==> src/rtl/lcd_pkg.sv <==
// Shared constants and types for the LCD status display: controller instructions,
// ASCII glyphs and the frame sequencer state encoding.
package lcd_pkg;

  localparam logic [7:0] CLEAR_DISPLAY = 8'h01;
  localparam logic [7:0] CURSOR_OFF    = 8'h0C;

  localparam logic [7:0] CHR_C       = 8'h43;
  localparam logic [7:0] CHR_LOWER_M = 8'h6D;
  localparam logic [7:0] CHR_LOWER_D = 8'h64;
  localparam logic [7:0] CHR_COLON   = 8'h3A;
  localparam logic [7:0] CHR_SPACE   = 8'h20;
  localparam logic [7:0] CHR_B       = 8'h42;
  localparam logic [7:0] CHR_D       = 8'h44;
  localparam logic [7:0] CHR_HASH    = 8'h23;
  localparam logic [7:0] CHR_0       = 8'h30;

  typedef enum logic [2:0] {
    StIdle,
    StConvert,
    StClear,
    StCursor,
    StChars,
    StDone
  } state_e;

  function automatic logic [7:0] digit_char(input logic [3:0] d);
    return CHR_0 + {4'h0, d};
  endfunction

endpackage

==> src/rtl/lcd_status_display_if.sv <==
// Avalon-MM write channel towards the LCD_Controller slave.
interface lcd_status_display_if;

  logic       address;
  logic       chipselect;
  logic       byteenable;
  logic       read;
  logic       write;
  logic       waitrequest;
  logic [7:0] readdata;
  logic [1:0] response;
  logic [7:0] writedata;

  modport master (
    output address, chipselect, byteenable, read, write, writedata,
    input  waitrequest, readdata, response
  );

  modport slave (
    input  address, chipselect, byteenable, read, write, writedata,
    output waitrequest, readdata, response
  );

endinterface

==> src/rtl/lcd_bin2bcd.sv <==
// Sequential double-dabble: one bit per cycle, done W cycles after start.
// overflow flags values that do not fit in DIGITS decimal digits.
module lcd_bin2bcd #(
  parameter int unsigned W      = 8,
  parameter int unsigned DIGITS = 3
) (
  input  logic                  clk,
  input  logic                  reset_n,
  input  logic                  start,
  input  logic [W-1:0]          value,
  output logic                  done,
  output logic [4*DIGITS-1:0]   bcd,
  output logic                  overflow
);

  localparam int unsigned CNT_W = $clog2(W + 1);
  localparam int unsigned BCD_W = 4 * DIGITS;

  function automatic int unsigned pow10(input int unsigned n);
    int unsigned r = 1;
    for (int unsigned i = 0; i < n; i++) r = r * 10;
    return r;
  endfunction

  localparam int unsigned MAX = pow10(DIGITS) - 1;

  logic [BCD_W-1:0] bcd_q, adj;
  logic [W-1:0]     bin_q;
  logic [CNT_W-1:0] cnt_q;
  logic             ovf_q;

  always_comb begin
    adj = bcd_q;
    for (int i = 0; i < int'(DIGITS); i++) begin
      if (bcd_q[4*i +: 4] >= 4'd5) adj[4*i +: 4] = bcd_q[4*i +: 4] + 4'd3;
    end
  end

  // The load cycle already performs the first shift (no add-3 is possible on zero digits).
  always_ff @(posedge clk or negedge reset_n) begin
    if (!reset_n) begin
      bcd_q <= '0;
      bin_q <= '0;
      cnt_q <= '0;
      ovf_q <= 1'b0;
    end else if (start) begin
      bcd_q <= BCD_W'(value[W-1]);
      bin_q <= value << 1;
      cnt_q <= CNT_W'(W - 1);
      ovf_q <= 32'(value) > MAX;
    end else if (cnt_q != '0) begin
      {bcd_q, bin_q} <= {adj, bin_q} << 1;
      cnt_q          <= cnt_q - 1'b1;
    end
  end

  assign done     = (cnt_q == '0) && !start;
  assign bcd      = bcd_q;
  assign overflow = ovf_q;

endmodule

==> src/rtl/lcd_status_display.sv <==
// Draws "Cmd:X B:<dir> D:<dist>" on a 16x2 LCD through an Avalon-MM write stream,
// redrawing on refresh or on input change, with abort-and-retry on error responses.
module lcd_status_display
  import lcd_pkg::*;
#(
  parameter int unsigned CMD_W       = 3,
  parameter int unsigned CMD_MAX     = 6,
  parameter int unsigned DIR_W       = 5,
  parameter int unsigned DIR_DIGITS  = 2,
  parameter int unsigned DIST_W      = 8,
  parameter int unsigned DIST_DIGITS = 3,
  parameter int unsigned AUTO_REDRAW = 1
) (
  input  logic                  clk,
  input  logic                  reset_n,
  input  logic [CMD_W-1:0]      command,
  input  logic [DIR_W-1:0]      direction,
  input  logic [DIST_W-1:0]     distance,
  input  logic                  refresh,
  lcd_status_display_if.master  av,
  output logic                  busy,
  output logic                  frame_done,
  output logic                  error
);

  localparam int unsigned FRAME_LEN = 13 + DIR_DIGITS + DIST_DIGITS;
  localparam int unsigned IDX_W     = $clog2(FRAME_LEN);
  localparam int          DD        = int'(DIR_DIGITS);
  localparam int          SD        = int'(DIST_DIGITS);

  state_e                   state_q;
  logic [CMD_W-1:0]         cmd_q;
  logic [DIR_W-1:0]         dir_q;
  logic [DIST_W-1:0]        dist_q;
  logic                     valid_q, pending_q, conv_start_q;
  logic                     write_q, addr_q, busy_q, frame_done_q, error_q;
  logic [7:0]               data_q;
  logic [IDX_W-1:0]         idx_q, nxt_idx;
  logic                     nxt_addr;
  logic [7:0]               nxt_data, cmd_char;
  logic [4*DIR_DIGITS-1:0]  dir_bcd;
  logic [4*DIST_DIGITS-1:0] dist_bcd;
  logic                     dir_done, dist_done, dir_ovf, dist_ovf;
  logic                     changed, trigger, accept;
  int                       k;

  lcd_bin2bcd #(.W(DIR_W), .DIGITS(DIR_DIGITS)) u_dir_conv (
    .clk      (clk),
    .reset_n  (reset_n),
    .start    (conv_start_q),
    .value    (dir_q),
    .done     (dir_done),
    .bcd      (dir_bcd),
    .overflow (dir_ovf)
  );

  lcd_bin2bcd #(.W(DIST_W), .DIGITS(DIST_DIGITS)) u_dist_conv (
    .clk      (clk),
    .reset_n  (reset_n),
    .start    (conv_start_q),
    .value    (dist_q),
    .done     (dist_done),
    .bcd      (dist_bcd),
    .overflow (dist_ovf)
  );

  assign changed  = (command != cmd_q) || (direction != dir_q) || (distance != dist_q);
  assign trigger  = refresh || pending_q || !valid_q || ((AUTO_REDRAW != 0) && changed);
  assign accept   = write_q && !av.waitrequest;
  assign cmd_char = (32'(cmd_q) <= CMD_MAX) ? CHR_0 + 8'(cmd_q) : CHR_HASH;

  // Item nxt_idx of the frame: two instructions, then the character string.
  always_comb begin
    nxt_idx  = (state_q == StConvert) ? '0 : idx_q + 1'b1;
    k        = int'(nxt_idx) - 2;
    nxt_addr = 1'b1;
    nxt_data = CHR_SPACE;
    if (nxt_idx == '0) begin
      nxt_addr = 1'b0;
      nxt_data = CLEAR_DISPLAY;
    end else if (nxt_idx == IDX_W'(1)) begin
      nxt_addr = 1'b0;
      nxt_data = CURSOR_OFF;
    end else if (k == 0) nxt_data = CHR_C;
    else if (k == 1) nxt_data = CHR_LOWER_M;
    else if (k == 2) nxt_data = CHR_LOWER_D;
    else if (k == 3) nxt_data = CHR_COLON;
    else if (k == 4) nxt_data = cmd_char;
    else if (k == 5) nxt_data = CHR_SPACE;
    else if (k == 6) nxt_data = CHR_B;
    else if (k == 7) nxt_data = CHR_COLON;
    else if (k < 8 + DD) begin
      nxt_data = dir_ovf ? CHR_HASH : digit_char(4'(dir_bcd >> (4 * (DD + 7 - k))));
    end else if (k == 8 + DD) nxt_data = CHR_SPACE;
    else if (k == 9 + DD) nxt_data = CHR_D;
    else if (k == 10 + DD) nxt_data = CHR_COLON;
    else begin
      nxt_data = dist_ovf ? CHR_HASH : digit_char(4'(dist_bcd >> (4 * (SD + DD + 10 - k))));
    end
  end

  always_ff @(posedge clk or negedge reset_n) begin
    if (!reset_n) begin
      state_q      <= StIdle;
      cmd_q        <= '0;
      dir_q        <= '0;
      dist_q       <= '0;
      valid_q      <= 1'b0;
      pending_q    <= 1'b0;
      conv_start_q <= 1'b0;
      write_q      <= 1'b0;
      addr_q       <= 1'b0;
      data_q       <= '0;
      idx_q        <= '0;
      busy_q       <= 1'b0;
      frame_done_q <= 1'b0;
      error_q      <= 1'b0;
    end else begin
      frame_done_q <= 1'b0;
      conv_start_q <= 1'b0;
      if (refresh && state_q != StIdle) pending_q <= 1'b1;
      unique case (state_q)
        StIdle: begin
          if (trigger) begin
            cmd_q        <= command;
            dir_q        <= direction;
            dist_q       <= distance;
            valid_q      <= 1'b1;
            pending_q    <= 1'b0;
            busy_q       <= 1'b1;
            conv_start_q <= 1'b1;
            state_q      <= StConvert;
          end
        end
        StConvert: begin
          if (!conv_start_q && dir_done && dist_done) begin
            write_q <= 1'b1;
            addr_q  <= nxt_addr;
            data_q  <= nxt_data;
            idx_q   <= nxt_idx;
            state_q <= StClear;
          end
        end
        StClear, StCursor, StChars: begin
          if (accept) begin
            if (av.response != 2'b00) begin
              // Retry the whole frame from the same snapshot.
              error_q      <= 1'b1;
              write_q      <= 1'b0;
              conv_start_q <= 1'b1;
              state_q      <= StConvert;
            end else if (idx_q == IDX_W'(FRAME_LEN - 1)) begin
              write_q      <= 1'b0;
              busy_q       <= 1'b0;
              frame_done_q <= 1'b1;
              state_q      <= StDone;
            end else begin
              idx_q   <= nxt_idx;
              addr_q  <= nxt_addr;
              data_q  <= nxt_data;
              state_q <= (nxt_idx == IDX_W'(1)) ? StCursor : StChars;
            end
          end
        end
        StDone:  state_q <= StIdle;
        default: state_q <= StIdle;
      endcase
    end
  end

  logic unused_readdata;
  assign unused_readdata = ^av.readdata;

  assign av.address    = addr_q;
  assign av.chipselect = write_q;
  assign av.byteenable = write_q;
  assign av.read       = 1'b0;
  assign av.write      = write_q;
  assign av.writedata  = data_q;
  assign busy          = busy_q;
  assign frame_done    = frame_done_q;
  assign error         = error_q;

endmodule

==> src/flat_wrapper.sv <==
// flat-port wrapper written by rule: the top's interface ports become plain ports
module lcd_status_display_flat import lcd_pkg::*;
#(
  parameter int unsigned CMD_W       = 3,
  parameter int unsigned CMD_MAX     = 6,
  parameter int unsigned DIR_W       = 5,
  parameter int unsigned DIR_DIGITS  = 2,
  parameter int unsigned DIST_W      = 8,
  parameter int unsigned DIST_DIGITS = 3,
  parameter int unsigned AUTO_REDRAW = 1
)
  (clk, reset_n, command, direction, distance, refresh, busy, frame_done, error, av_address, av_chipselect, av_byteenable, av_read, av_write, av_writedata, av_waitrequest, av_readdata, av_response);
  lcd_status_display_if av_i ();
  input  logic clk;
  input  logic reset_n;
  input  logic [CMD_W-1:0] command;
  input  logic [DIR_W-1:0] direction;
  input  logic [DIST_W-1:0] distance;
  input  logic refresh;
  output logic busy;
  output logic frame_done;
  output logic error;
  output wire logic [$bits(av_i.address)-1:0] av_address;
  output wire logic [$bits(av_i.chipselect)-1:0] av_chipselect;
  output wire logic [$bits(av_i.byteenable)-1:0] av_byteenable;
  output wire logic [$bits(av_i.read)-1:0] av_read;
  output wire logic [$bits(av_i.write)-1:0] av_write;
  output wire logic [$bits(av_i.writedata)-1:0] av_writedata;
  input wire logic [$bits(av_i.waitrequest)-1:0] av_waitrequest;
  input wire logic [$bits(av_i.readdata)-1:0] av_readdata;
  input wire logic [$bits(av_i.response)-1:0] av_response;
  assign av_address = av_i.address;
  assign av_chipselect = av_i.chipselect;
  assign av_byteenable = av_i.byteenable;
  assign av_read = av_i.read;
  assign av_write = av_i.write;
  assign av_writedata = av_i.writedata;
  assign av_i.waitrequest = av_waitrequest;
  assign av_i.readdata = av_readdata;
  assign av_i.response = av_response;
  lcd_status_display #(.CMD_W(CMD_W), .CMD_MAX(CMD_MAX), .DIR_W(DIR_W), .DIR_DIGITS(DIR_DIGITS), .DIST_W(DIST_W), .DIST_DIGITS(DIST_DIGITS), .AUTO_REDRAW(AUTO_REDRAW)) u_core (.clk(clk), .reset_n(reset_n), .command(command), .direction(direction), .distance(distance), .refresh(refresh), .av(av_i), .busy(busy), .frame_done(frame_done), .error(error));
endmodule
==> config.mk <==
export PLATFORM = sky130hd
export DESIGN_NAME = lcd_status_display_flat
export DESIGN_NICKNAME = d
export VERILOG_FILES = /design/src/rtl/lcd_pkg.sv /design/src/rtl/lcd_status_display_if.sv /design/src/rtl/lcd_bin2bcd.sv /design/src/rtl/lcd_status_display.sv /design/src/flat_wrapper.sv
export SDC_FILE = /design/constraint.sdc
export NUM_CORES = 1
export LEC_CHECK = 0
export BUFFER_PORTS_ARGS = -buffer_cell sky130_fd_sc_hd__clkbuf_2
export CAP_MARGIN = 10
export CORE_MARGIN = 5
export CORE_UTILIZATION = 30
export CTS_BUF_LIST = sky130_fd_sc_hd__clkbuf_16
export CTS_CLUSTER_SIZE = 16
export DETAILED_ROUTE_END_ITERATION = 6
export PLACE_DENSITY = 0.53
export SLEW_MARGIN = 20
export SYNTH_ARGS = -nofsm -noshare
export SYNTH_HDL_FRONTEND = slang
export SYNTH_SLANG_ARGS = --single-unit
==> constraint.sdc <==
create_clock -name clk -period 3.46 [get_ports clk]
set_clock_uncertainty 0.2 [all_clocks]
set_input_delay 0.692 -clock clk [delete_from_list [all_inputs] [get_ports clk]]
set_output_delay 0.692 -clock clk [all_outputs]
set_load 0.1 [all_outputs]
==> results.txt <==
The endpoint identified for the worst register-to-register timing path is u_core.av.writedata[3]. The fraction of the yosys area taken by sequential cells is 38.2%. The power per cell area came out at 1040 mW/mm^2. The startpoint identified for the worst register-to-register timing path is u_core.idx_q[0]. The measured slew at the worst slew-check pin is 886 ps. The peak supply drop came out at 0.000558 V. During synthesis, Yosys emitted a total of 0 warnings. The post-synthesis instance area is 0.00505 mm^2. The library cell used most frequently in the layout, excluding fill and tap cells, is dfrtp_1. The share of synthesized registers carrying an async set or reset came out at 100%. The setup TNS after final layout is 0 ps. The setup path with the least slack is of type reg -> reg. The number of standard cells after synthesis came out at 565.

The count of cells along the worst register-to-register path is 12. The initial antenna violation count was 0. For this run, the leading register cell type out of synthesis is dfrtp_1.

The TritonCTS clock tree is built. The final setup violation count is 0. The first-pass iteration count of the detailed router is 4.

CTS built an H-tree with a depth of 3. Entering global routing, the biggest net connects 78 pins. The worst setup path is captured at a flop. The worst max-slew margin expressed relative to the limit came out at 40.8%. The share of layout cells above drive strength 1 is 21.7%. The longest clock path from root to sink contains 2 buffers. The all-layer global routing usage is 13.6%. The non-filler instance count after layout came out at 842. The number of placed instances, taps included, is 818.

Ranked by total cell area, the synthesized netlist is headed by dfrtp_1 (38%), nand2_1 (5.5%), ha_1 (5.2%). Data arrives at the worst endpoint at 3420 ps. Hold repair after CTS inserted 0 buffers.

The number of slew-limit violations in the final report is 0. The initial DRC count came out at 287. The number of buffers inserted during clock tree synthesis came out at 9. The overall die area is 0.0195 mm^2. The largest total area in the synthesized netlist belongs to dfrtp_1. The number of library cell types mapped by synthesis came out at 76.

The floorplan has 47 rows. The clock network latency to the later pin of the worst-skew pair came out at 340 ps. The core region area is 0.0165 mm^2.

The number of enable-type register cells in the synthesized netlist came out at 0. The count of buffers added on input and output ports is 35. The total number of clock tree sinks is 77.

The area used by multi-input combinational logic is 0.00297 mm^2. The largest fanout on the critical path is 4. The top-level I/O count came out at 46. The vertical die dimension is 140 um.

In the routed layout, each cell is associated on average with a via count of 5.10. The initial core utilization is 30.6%. The startpoint type of the worst setup path is a flop. 0 antenna diodes ended up in the layout.

Data on the critical path is required at its endpoint by 3480 ps. The worst hold path belongs to the class in -> async. The mean instance size in the synthesized netlist came out at 8.94 um^2. At the end of routability-driven placement, the weighted congestion stood at 0.887. The number of nets in the layout is 668.

The flow ran to the end, and the final reports show no timing, DRC or antenna violations. The highest attainable clock frequency is 294 MHz. CTS placed an instance of clkbuf_16 at the clock tree root. The number of max-cap violations came out at 0. The number of antenna-violating nets in the routed design came out at 0. The routed design has 13,200 um of wire.

The setup slack of the worst register-to-register path is 60 ps. The number of inserted filler cells in the final layout is 1,653. The count of endpoints failing hold in the final timing report came to 0.

The CTS clock-pin slew for the worst setup and hold paths is 70 ps. The floorplan step set the die width to 140 um. The detailed placer's ending HPWL came out at 9530 um. Setup repair after global routing could not meet its margin everywhere.

The area growth from synthesis to layout is 19.6%. The number of remaining DRC errors came out at 0. The detailed-route via count came out at 4,291. The number of global-route vias before repair is 4,278. The static power due to leakage came out at 2.66 nW. The placed cell area came out at 0.00558 mm^2.

The cell area after layout came out at 0.00604 mm^2. In the layout the commonest cells are dfrtp_1 (77), nand2_1 (73), o21ai_0 (45). The wire length of the first global-routing pass came out at 22,100 um. The share of the synthesized area in the top cell type came out at 38.2%. The post-synthesis register bit count came out at 77. The final critical path takes up 98.2% of the cycle. The final routed wire length divided by cell count is 15.6 um. For this run the aggregate overflow at the end of global routing stands at 0. The final critical path time including I/O delays and setup is 3400 ps. The area used by sequential logic in the layout is 0.00193 mm^2.
==> what timing repair did <==
item,4_1_cts,5_1_grt
buffers inserted,4,4
pin swaps,5,12
gates resized for setup,7,12
endpoints found under the setup margin,3,7
==> worst max-delay path, stage by stage, from the launching register on <==
cell and delay [ps]:
dfrtp_1 430, ha_4 280, or4b_4 470, o31ai_4 90
xor2_2 190, and2_4 190, ha_4 130, a21boi_4 190
a31oi_2 120, o211ai_2 310, nor2_1 90, a221o_1 340
a32o_1 240
==> synth_stat cells (10+ instances only) <==
library cell	number
dfrtp_1	77
nand2_1	74
o21ai_0	45
a21oi_1	38
nor2_1	33
inv_1	25
xnor2_1	22
ha_1	21
nand3_1	18
clkbuf_1	17
mux2i_1	17
nand2b_1	12
nor3_1	11
mux2_2	10
xor2_1	10
==> layer usage <==
metal	part of all wire (%)	global-route usage [%]	vias up
li1	-	-	2097
met1	47	19.3	2085
met2	47	21.7	93
met3	3.9	2.47	16
met4	1.4	3.31	0
met5	0	0	-
==> power by group <==
| part | internal, mW | leakage [nW] | switching [mW] |
|---|---|---|---|
| registers | 1.28 | 0.960 | 0.362 |
| logic | 1.54 | 1.57 | 2.19 |
| clock network | 0.487 | 0.131 | 0.394 |
| total | 3.31 | 2.66 | 2.94 |
==> flip-flops by register name, summed over array words and instances (netlist names), 3 cells and up <==
| name | flops |
|---|---|
| u_core.dist_q | 8 |
| u_core.u_dist_conv.bin_q | 7 |
| u_core.u_dist_conv.bcd | 12 |
| u_core.av.writedata | 7 |
| u_core.u_dir_conv.bin_q | 4 |
| u_core.u_dir_conv.cnt_q | 3 |
| u_core.dir_q | 5 |
| u_core.u_dist_conv.cnt_q | 4 |
| u_core.idx_q | 5 |
| u_core.cmd_q | 3 |
| u_core.u_dir_conv.bcd | 8 |
| u_core.state_q | 3 |
==> cell type report <==
cell class | count | area share, %
Timing Repair Buffer | 74 | 8.13
Inverter | 25 | 1.55
Clock inverter | 7 | 0.829
Sequential cell | 77 | 31.9
Clock buffer | 9 | 3.73
Multi-Input combinational cell | 430 | 49.3
Tap cell | 220 | 4.56
==> cell families (layout without fill, tap and decap cells) <==
logic type	Yosys count	count (layout)	synth area share, %
AOI/OAI and AO/OA	144	144	18.1
buffers and inverters	59	115	5.45
DFF	77	77	38.2
muxes	35	35	7.98
and+or+nand+nor	195	195	19.1
xor gates and xnor gates	33	33	6.00
other	1	2	0.0743
adders and majority gates	21	21	5.20
==> through the flow <==
step	setup slack (ps)	hold WS (ps)	utilization [%]	power (mW)
5_1_grt	-57.3	265	36.5	6.76
2_1_floorplan	4.40	196	-	4.14
3_5_place_dp	-95.8	270	33.8	5.10
4_1_cts	10.2	285	35.9	6.12
3_3_place_gp	-44.4	263	33.8	5.02
6_report	62.1	169	36.5	6.25
==> worst max-delay path by stage <==
stage                         start                      to  slack (ps)  cells past startpoint
finish              u_core.idx_q[0]  u_core.av.writedata[3]          60                     12
global route        u_core.idx_q[1]  u_core.av.writedata[3]         -60                     13
CTS                 u_core.idx_q[1]  u_core.av.writedata[0]          10                     14
detailed placement  u_core.idx_q[1]  u_core.av.writedata[0]        -100                     14
global placement    u_core.idx_q[1]  u_core.av.writedata[0]         -40                     14
floorplan           u_core.idx_q[1]  u_core.av.writedata[3]           4                     15
Note: power is estimated with default switching activity, not from simulation.
